--- src/rtl/regfile8_onehot_pkg.sv ---
// Shared definitions for the 8-entry register file and its scoreboard.
// Holds sizing constants and the one-hot legality check used on write vectors.
package regfile8_onehot_pkg;

    localparam int REG_COUNT  = 8;
    localparam int REG_IDX_W  = 3;
    localparam int DEF_DATA_W = 16;

    // Exactly one bit set: non-zero and clearing the lowest set bit leaves zero.
    function automatic logic isOneHot8(input logic [7:0] v);
        return (v != 8'h00) && ((v & (v - 8'd1)) == 8'h00);
    endfunction

endpackage

--- src/rtl/regfile_scoreboard.sv ---
// Per-register busy (pending-write) bits for decode-stage stall logic.
// Ports: clk, reset (sync, active-high), issueValid/issueDest mark a new
// producer, wrVec is the already-legalised write vector, busyMask is the state.
module regfile_scoreboard
    import regfile8_onehot_pkg::*;
(
    input  logic                 clk,
    input  logic                 reset,
    input  logic                 issueValid,
    input  logic [REG_IDX_W-1:0] issueDest,
    input  logic [REG_COUNT-1:0] wrVec,
    output logic [REG_COUNT-1:0] busyMask
);

    logic [REG_COUNT-1:0] r_busy;
    logic [REG_COUNT-1:0] w_set;

    always_comb begin
        w_set = '0;
        if (issueValid) begin
            w_set[issueDest] = 1'b1;
        end
    end

    // A new producer supersedes the one completing in the same cycle.
    always_ff @(posedge clk) begin
        if (reset) begin
            r_busy <= '0;
        end else begin
            r_busy <= w_set | (r_busy & ~wrVec);
        end
    end

    assign busyMask = r_busy;

endmodule

--- src/rtl/regfile8_onehot.sv ---
// 8-entry register file with write bypass, busy scoreboard and multi-hot check.
// Ports: clk, reset (sync, active-high); wrOneHot/wrData write port;
// rdAddrA/B -> rdDataA/B, busyA/B (combinational); issueValid/issueDest
// feed the scoreboard; busyMask and sticky multiHotErr are registered.
module regfile8_onehot
    import regfile8_onehot_pkg::*;
#(
    parameter int                DATA_W    = DEF_DATA_W,
    parameter logic [DATA_W-1:0] RESET_VAL = '0
) (
    input  logic                 clk,
    input  logic                 reset,
    input  logic [REG_COUNT-1:0] wrOneHot,
    input  logic [DATA_W-1:0]    wrData,
    input  logic [REG_IDX_W-1:0] rdAddrA,
    input  logic [REG_IDX_W-1:0] rdAddrB,
    output logic [DATA_W-1:0]    rdDataA,
    output logic [DATA_W-1:0]    rdDataB,
    input  logic                 issueValid,
    input  logic [REG_IDX_W-1:0] issueDest,
    output logic                 busyA,
    output logic                 busyB,
    output logic [REG_COUNT-1:0] busyMask,
    output logic                 multiHotErr
);

    logic [DATA_W-1:0]    r_regs [REG_COUNT];
    logic                 r_err;
    logic                 w_legal;
    logic                 w_multi;
    logic [REG_COUNT-1:0] w_wrVec;

    // Illegal vectors are masked to zero so nothing downstream sees them.
    assign w_legal = isOneHot8(wrOneHot);
    assign w_multi = (wrOneHot != '0) && !w_legal;
    assign w_wrVec = w_legal ? wrOneHot : '0;

    always_ff @(posedge clk) begin
        if (reset) begin
            for (int i = 0; i < REG_COUNT; i++) begin
                r_regs[i] <= RESET_VAL;
            end
            r_err <= 1'b0;
        end else begin
            for (int i = 0; i < REG_COUNT; i++) begin
                if (w_wrVec[i]) begin
                    r_regs[i] <= wrData;
                end
            end
            if (w_multi) begin
                r_err <= 1'b1;
            end
        end
    end

    regfile_scoreboard u_sb (
        .clk        (clk),
        .reset      (reset),
        .issueValid (issueValid),
        .issueDest  (issueDest),
        .wrVec      (w_wrVec),
        .busyMask   (busyMask)
    );

    // A completing write is forwarded and un-stalls its reader this cycle.
    assign rdDataA = w_wrVec[rdAddrA] ? wrData : r_regs[rdAddrA];
    assign rdDataB = w_wrVec[rdAddrB] ? wrData : r_regs[rdAddrB];
    assign busyA   = busyMask[rdAddrA] & ~w_wrVec[rdAddrA];
    assign busyB   = busyMask[rdAddrB] & ~w_wrVec[rdAddrB];

    assign multiHotErr = r_err;

endmodule
--- config.mk ---
export PLATFORM = sky130hd
export DESIGN_NAME = regfile8_onehot
export DESIGN_NICKNAME = d
export VERILOG_FILES = /design/src/rtl/regfile8_onehot_pkg.sv /design/src/rtl/regfile_scoreboard.sv /design/src/rtl/regfile8_onehot.sv
export SDC_FILE = /design/constraint.sdc
export NUM_CORES = 1
export LEC_CHECK = 0
export CORE_MARGIN = 2
export CORE_UTILIZATION = 40
export CTS_BUF_LIST = sky130_fd_sc_hd__clkbuf_16
export CTS_CLUSTER_DIAMETER = 40
export DETAILED_ROUTE_END_ITERATION = 7
export GPL_TIMING_DRIVEN = 0
export PLACE_DENSITY_LB_ADDON = 0.08
export SLEW_MARGIN = 5
export SYNTH_ARGS = -nofsm -noshare
export SYNTH_HDL_FRONTEND = slang
export SYNTH_SLANG_ARGS = --single-unit
--- constraint.sdc ---
create_clock -name clk -period 5.1 [get_ports clk]
set_clock_uncertainty 0.15 [all_clocks]
set_input_delay 1.275 -clock clk [delete_from_list [all_inputs] [get_ports clk]]
set_output_delay 1.275 -clock clk [all_outputs]
set_load 0.005 [all_outputs]
Word level (Yosys, flattened, before mapping)
Memories as Yosys holds them, arrays and structs flattened.
Index checks and enable logic that the tools add are counted.
Widths: inputs -> output; s select.
{"block": "word_totals", "output_inout_bits": 43, "regBits": 9, "n_memories": 1, "ramBits": 128, "in_bits": 36}
{"block": "op_classes", "bitwise": 16, "addsub": 1, "n_reduce_logical": 6, "n_mux": 48, "order_cmp": 4}
{"name": "r_regs", "words": 8, "word_bits": 16, "read_ports": 2, "rd_clocked_by_memory_dff": 0, "write_ports": 8, "line": "regfile8_onehot.sv:27", "rtl": "logic [DATA_W-1:0] r_regs [REG_COUNT];"}
{"cell": "$mux 16", "n": 10}
{"cell": "$mux 1", "n": 31}
{"cell": "$and 8x8->8", "n": 2}
{"cell": "$mux 8", "n": 2}
{"cell": "$bmux 1 s3", "n": 4}
{"cell": "$lt 3x4->1 const B", "n": 3}
{"cell": "$logic_not 8->1", "n": 1}
{"cell": "$not 8->8", "n": 1}
{"cell": "$or 1x1->1", "n": 8}
{"cell": "$or 8x8->8", "n": 1}
{"cell": "$reduce_bool 8->1", "n": 1}
{"cell": "$sub 8x1->8 const B", "n": 1}
{"cell": "$demux 1 s3", "n": 1}
{"cell": "$ge 3x1->1 const B", "n": 1}
{"cell": "$logic_and 1x1->1", "n": 3}
{"cell": "$and 1x1->1", "n": 2}
{"cell": "$not 1->1", "n": 2}
{"cell": "$logic_not 1->1", "n": 1}

Longest topological paths before layout
{"block": "depth", "depth_word": 9, "mapped_depth": 8, "depth_no_buf": 6}

Cells and area by module
From an unflattened synthesis, not the netlist that was laid out.
{"block": "hier_totals", "hier_cells": 549, "area_unflattened_um2": 7801.2}
{"module": "regfile8_onehot", "seq_area_each_um2": 3863.7, "area_per_inst_um2": 7470.9, "cells_per_inst": 516, "n_inst": 1}
{"module": "regfile_scoreboard", "seq_area_each_um2": 160.2, "area_per_inst_um2": 330.3, "cells_per_inst": 33, "n_inst": 1}

Least setup slack after synthesis
OpenSTA, ideal clock, no wires.
{"block": "synth_timing", "kind": "input to output", "startpoint": "input port wrOneHot[3]", "endpoint": "output port rdDataA[10]", "cell_stages": 8, "n_path_buf": 2, "setup_slack_ps": 29, "t_arrival_ps": 3646, "path_cell_list": "buf_2 > or4_4 > or3_1 > nor3b_4 > o21ai_1 > a32oi_4 > buf_6 > mux2_1"}
{"block": "synth_via", "elab_chain_len": 8}
{"item": "from (decl)", "line": "regfile8_onehot.sv:13", "rtl": "input logic [REG_COUNT-1:0] wrOneHot,"}
{"item": "$sub 8x1->8", "line": "regfile8_onehot_pkg.sv:11", "rtl": "return (v != 8'h00) && ((v & (v - 8'd1)) == 8'h00);"}
{"item": "$and 8x8->8", "line": "regfile8_onehot_pkg.sv:11"}
{"item": "$logic_not 8->1", "line": "regfile8_onehot_pkg.sv:11"}
{"item": "$logic_and 1x1->1", "line": "regfile8_onehot_pkg.sv:11"}
{"item": "$mux 8 *", "line": "regfile8_onehot.sv:36", "rtl": "assign w_wrVec = w_legal ? wrOneHot : '0;"}
{"item": "$bmux 1 s3 *", "line": "regfile8_onehot.sv:66", "rtl": "assign rdDataA = w_wrVec[rdAddrA] ? wrData : r_regs[rdAddrA];"}
{"item": "$mux 1 (implied by the code) *", "line": "regfile8_onehot.sv:66"}
{"item": "$mux 16 *", "line": "regfile8_onehot.sv:66"}
{"item": "to (decl)", "line": "regfile8_onehot.sv:17", "rtl": "output logic [DATA_W-1:0] rdDataA,"}
Mark *: on every way between the ends. The rest lies on a longest branch, timed or not. The select of a mux whose other input is x is not followed.

Final worst setup path
{"block": "layout_timing", "startpoint": "input port wrOneHot[0]", "endpoint": "output port rdDataB[10]"}
{"block": "layout_via", "elab_chain_len": 8}
{"item": "$sub 8x1->8", "line": "regfile8_onehot_pkg.sv:11"}
{"item": "$and 8x8->8", "line": "regfile8_onehot_pkg.sv:11"}
{"item": "$logic_not 8->1", "line": "regfile8_onehot_pkg.sv:11"}
{"item": "$logic_and 1x1->1", "line": "regfile8_onehot_pkg.sv:11"}
{"item": "$mux 8 *", "line": "regfile8_onehot.sv:36"}
{"item": "$bmux 1 s3 *", "line": "regfile8_onehot.sv:67", "rtl": "assign rdDataB = w_wrVec[rdAddrB] ? wrData : r_regs[rdAddrB];"}
{"item": "$mux 1 (implied by the code) *", "line": "regfile8_onehot.sv:67"}
{"item": "$mux 16 *", "line": "regfile8_onehot.sv:67"}
{"item": "to (decl)", "line": "regfile8_onehot.sv:18", "rtl": "output logic [DATA_W-1:0] rdDataB,"}
Marked as above.

==> impl_metrics.py <==
metrics = {
    "detailed_routing": {
        "wl_per_cell_microns": 25.4,
        "ant_nets": 0,
        "first_pass_iters": 4,
        "wirelength_mm": 22.6,
        "drc_errors": 0,
        "vias": 5077,
        "routed_via_density": 5.72,
        "drt-initial-drc-count": 384,
    },
    "yosys": {
        "syn_area_per_cell_sq_um": 14.3,
        "synth_area_leaders": "edfxtp_1 51%, mux4_2 20%, mux2_2 6.8%",
        "synth_cell_types": 40,
        "synth-seq-area-share": 0.530,
        "netlist_area_sq_mm": 0.00759,
        "synth_nets": 568,
        "synth_top_area_share": 0.507,
        "ys_warn_count": 0,
        "netlist_instances": 532,
        "netlist.top_cell.by_area": "edfxtp_1",
        "ys_ff_latch": 137,
    },
    "cells_and_area": {
        "fill_cells": 1605,
        "layout.nets": 677,
        "finalNonFillerCells": 888,
        "drive_gt1_frac": 0.370,
        "area_delta_synth_final_pct": 27.6,
        "post-route-util": 0.519,
        "final_cell_mix": "128 x edfxtp_1, 110 x nor2_1, 68 x mux4_2, 40 x buf_6, 33 x mux2_2",
        "diodes": 0,
        "final_common_cell": "edfxtp_1",
    },
    "clock_tree": {
        "cts_buffers": 17,
        "cts_hold_buf": 0,
        "cts.path.max_buffers": 2,
        "cts_sinks": 137,
        "cts_tree": "yes",
        "insertion_delay_ns": 0.41,
        "root_buffer": "clkbuf_16",
        "cts_max_level": 4,
        "clkSlewWorstSetupHoldPaths_ns": 0.06,
    },
    "floorplan": {
        "core_area_sq_mm": 0.0186,
        "dieArea_sq_mm": 0.0201,
        "die_width_microns": 142,
        "die_h_microns": 142,
        "initial_core_util": 0.407,
        "std_cell_rows": 50,
        "ios": 79,
    },
    "timing": {
        "layout_min_cycle_time_ns": 5.15,
        "slew_viol_final": 0,
        "finalSetupViolCount": 25,
        "hold_viol_final": 0,
        "max_freq_mhz": 194,
        "worstMarginPinSlew_ns": 1.28,
        "rsz0062_at_grt": "true",
        "fin_ws_ns": -0.0541,
        "post-route-period-util": 1.01,
        "relSlewSlack": 0.149,
    },
    "power": {
        "p_leak_uw": 0.00346,
        "p_per_area_mw_per_mm2": 330,
        "ir_worst_vdd_uv": 247,
    },
    "global_routing": {
        "grt_start_max_net_pins": 18,
        "grt_first_pass_wirelength_mm": 33.8,
        "antenna_found_initial": 1,
        "grt_usage": 0.235,
        "globalRoute.totalOverflow": 0,
        "grt_pass1_vias": 5387,
    },
    "critical_path": {
        "worst_setup_path_end_kind": "primary output",
        "crit_required_ns": 3.67,
        "path_class": "input pin to primary output",
        "start_kind": "input pin",
        "critPathArrivalTime_ns": 3.73,
        "cp_max_fo": 6,
    },
    "placed_design": {
        "dp_cells": 833,
        "place_hpwl_mm": 14.0,
        "portBuffers": 67,
        "gp_congestion": 0.790,
    },
    "run_status": {
        "outcome": "finished with violations",
        "violations": "negative setup slack",
    },
    "min_path": {
        "min-delay-path-class": "flip-flop to flip-flop",
    },
    "run": {
        "maxCapViolations": 0,
    },
}
per-stage QoR:
| step | hold WS [ns] | setup TNS, ns | area (sq um) | setup slack (ns) | power [uW] |
|---|---|---|---|---|---|
| final | 0.352 | -0.711 | 9680 | -0.0541 | 3200 |
| after global routing | 0.380 | -1.86 | 9680 | -0.0866 | 3290 |
| after floorplan | 0.318 | 0 | 7590 | 0.0289 | 1610 |
| after CTS | 0.354 | -5.10 | 9640 | -0.230 | 3190 |
| after detailed placement | 0.341 | -44.62 | 8550 | -1.34 | 1810 |
| after global placement | 0.341 | -42.50 | 8550 | -1.34 | 1800 |
cells in the mapped netlist, drive strengths merged:
master / instances
a31oi: 2
mux2i: 6
o22ai: 1
a21o: 2
mux4: 68
nand3b: 3
nand2b: 23
a2bb2oi: 1
nand3: 4
a211oi: 2
clkbuf: 25
inv: 26
mux2: 64
buf: 13
nor3b: 2
a32o: 1
o32ai: 3
or4: 3
o21ai: 14
dfxtp: 9
nand2: 5
o211ai: 1
nor2: 110
a32oi: 3
edfxtp: 128
nor3: 4
a21oi: 2
nor2b: 3
nor4: 1
o311ai: 1
maj3: 1
or3: 1
layout make-up:
type,count,area [sq um],share of cell area
clock inverters,15,206,0.0213
multi-input cells,331,3460,0.357
clock buffers,17,425,0.0440
inverters,26,97.6,0.0101
plain buffers,36,205,0.0212
well taps,234,293,0.0303
repair buffers,92,968,0.100
flip-flops and latches,137,4020,0.416
where the power goes:
part           switching [uW]  leakage [uW]  internal, uW
Sequential               31.9       0.00130          1300
Clock                     480      0.000313           861
Combinational             227       0.00186           297
Total                     738       0.00346          2460
state kept, by name (all words and copies together), names as in the netlist:
| register | count |
|---|---|
| u_sb.busyMask | 8 |
| r_regs | 128 |
| multiHotErr | 1 |
final timing paths:
| check | from | end | slack (ns) | cells after the start |
|---|---|---|---|---|
| hold reg to reg | u_sb.busyMask[3] | u_sb.busyMask[3] | 0.35 | 2 |
| setup reg to reg | u_sb.busyMask[4] | u_sb.busyMask[4] | 4.25 | 2 |
| setup / recovery | wrOneHot[0] | rdDataB[10] | -0.05 | 11 |
| hold / removal | u_sb.busyMask[3] | u_sb.busyMask[3] | 0.35 | 2 |
kinds of logic (layout without fill, tap and decap cells):
group | after synthesis | in the layout | synth area share
and+or+nand+nor | 159 | 159 | 0.0952
muxes | 138 | 138 | 0.305
DFF | 137 | 137 | 0.530
buffers and inverters | 64 | 186 | 0.0338
AOI/OAI and AO/OA | 33 | 33 | 0.0345
adders and majority gates | 1 | 1 | 0.00132
per-layer routing:
layer  track usage  vias up  wire length, microns
met5             0        -                     0
met4        0.0700        0                   502
met3        0.0402       34                  1000
met2         0.416      145                 11600
met1         0.297     2635                  9480
li1              -     2263                     -
critical path, stage by stage:
cell,delay (ns)
buf_8,0.10
or4_4,0.53
or3_4,0.36
nor3b_4,0.19
buf_6,0.17
o21ai_4,0.06
a32oi_4,0.31
buf_12,0.15
buf_12,0.14
mux2_4,0.31
buf_6,0.12
repair_timing:
action,4_1_cts,5_1_grt
pin swaps,7,6
setup endpoints to repair,34,34
buffers inserted,23,5
gates cloned,2,0
resized for setup,245,34
Note: power is estimated with default switching activity, not from simulation.
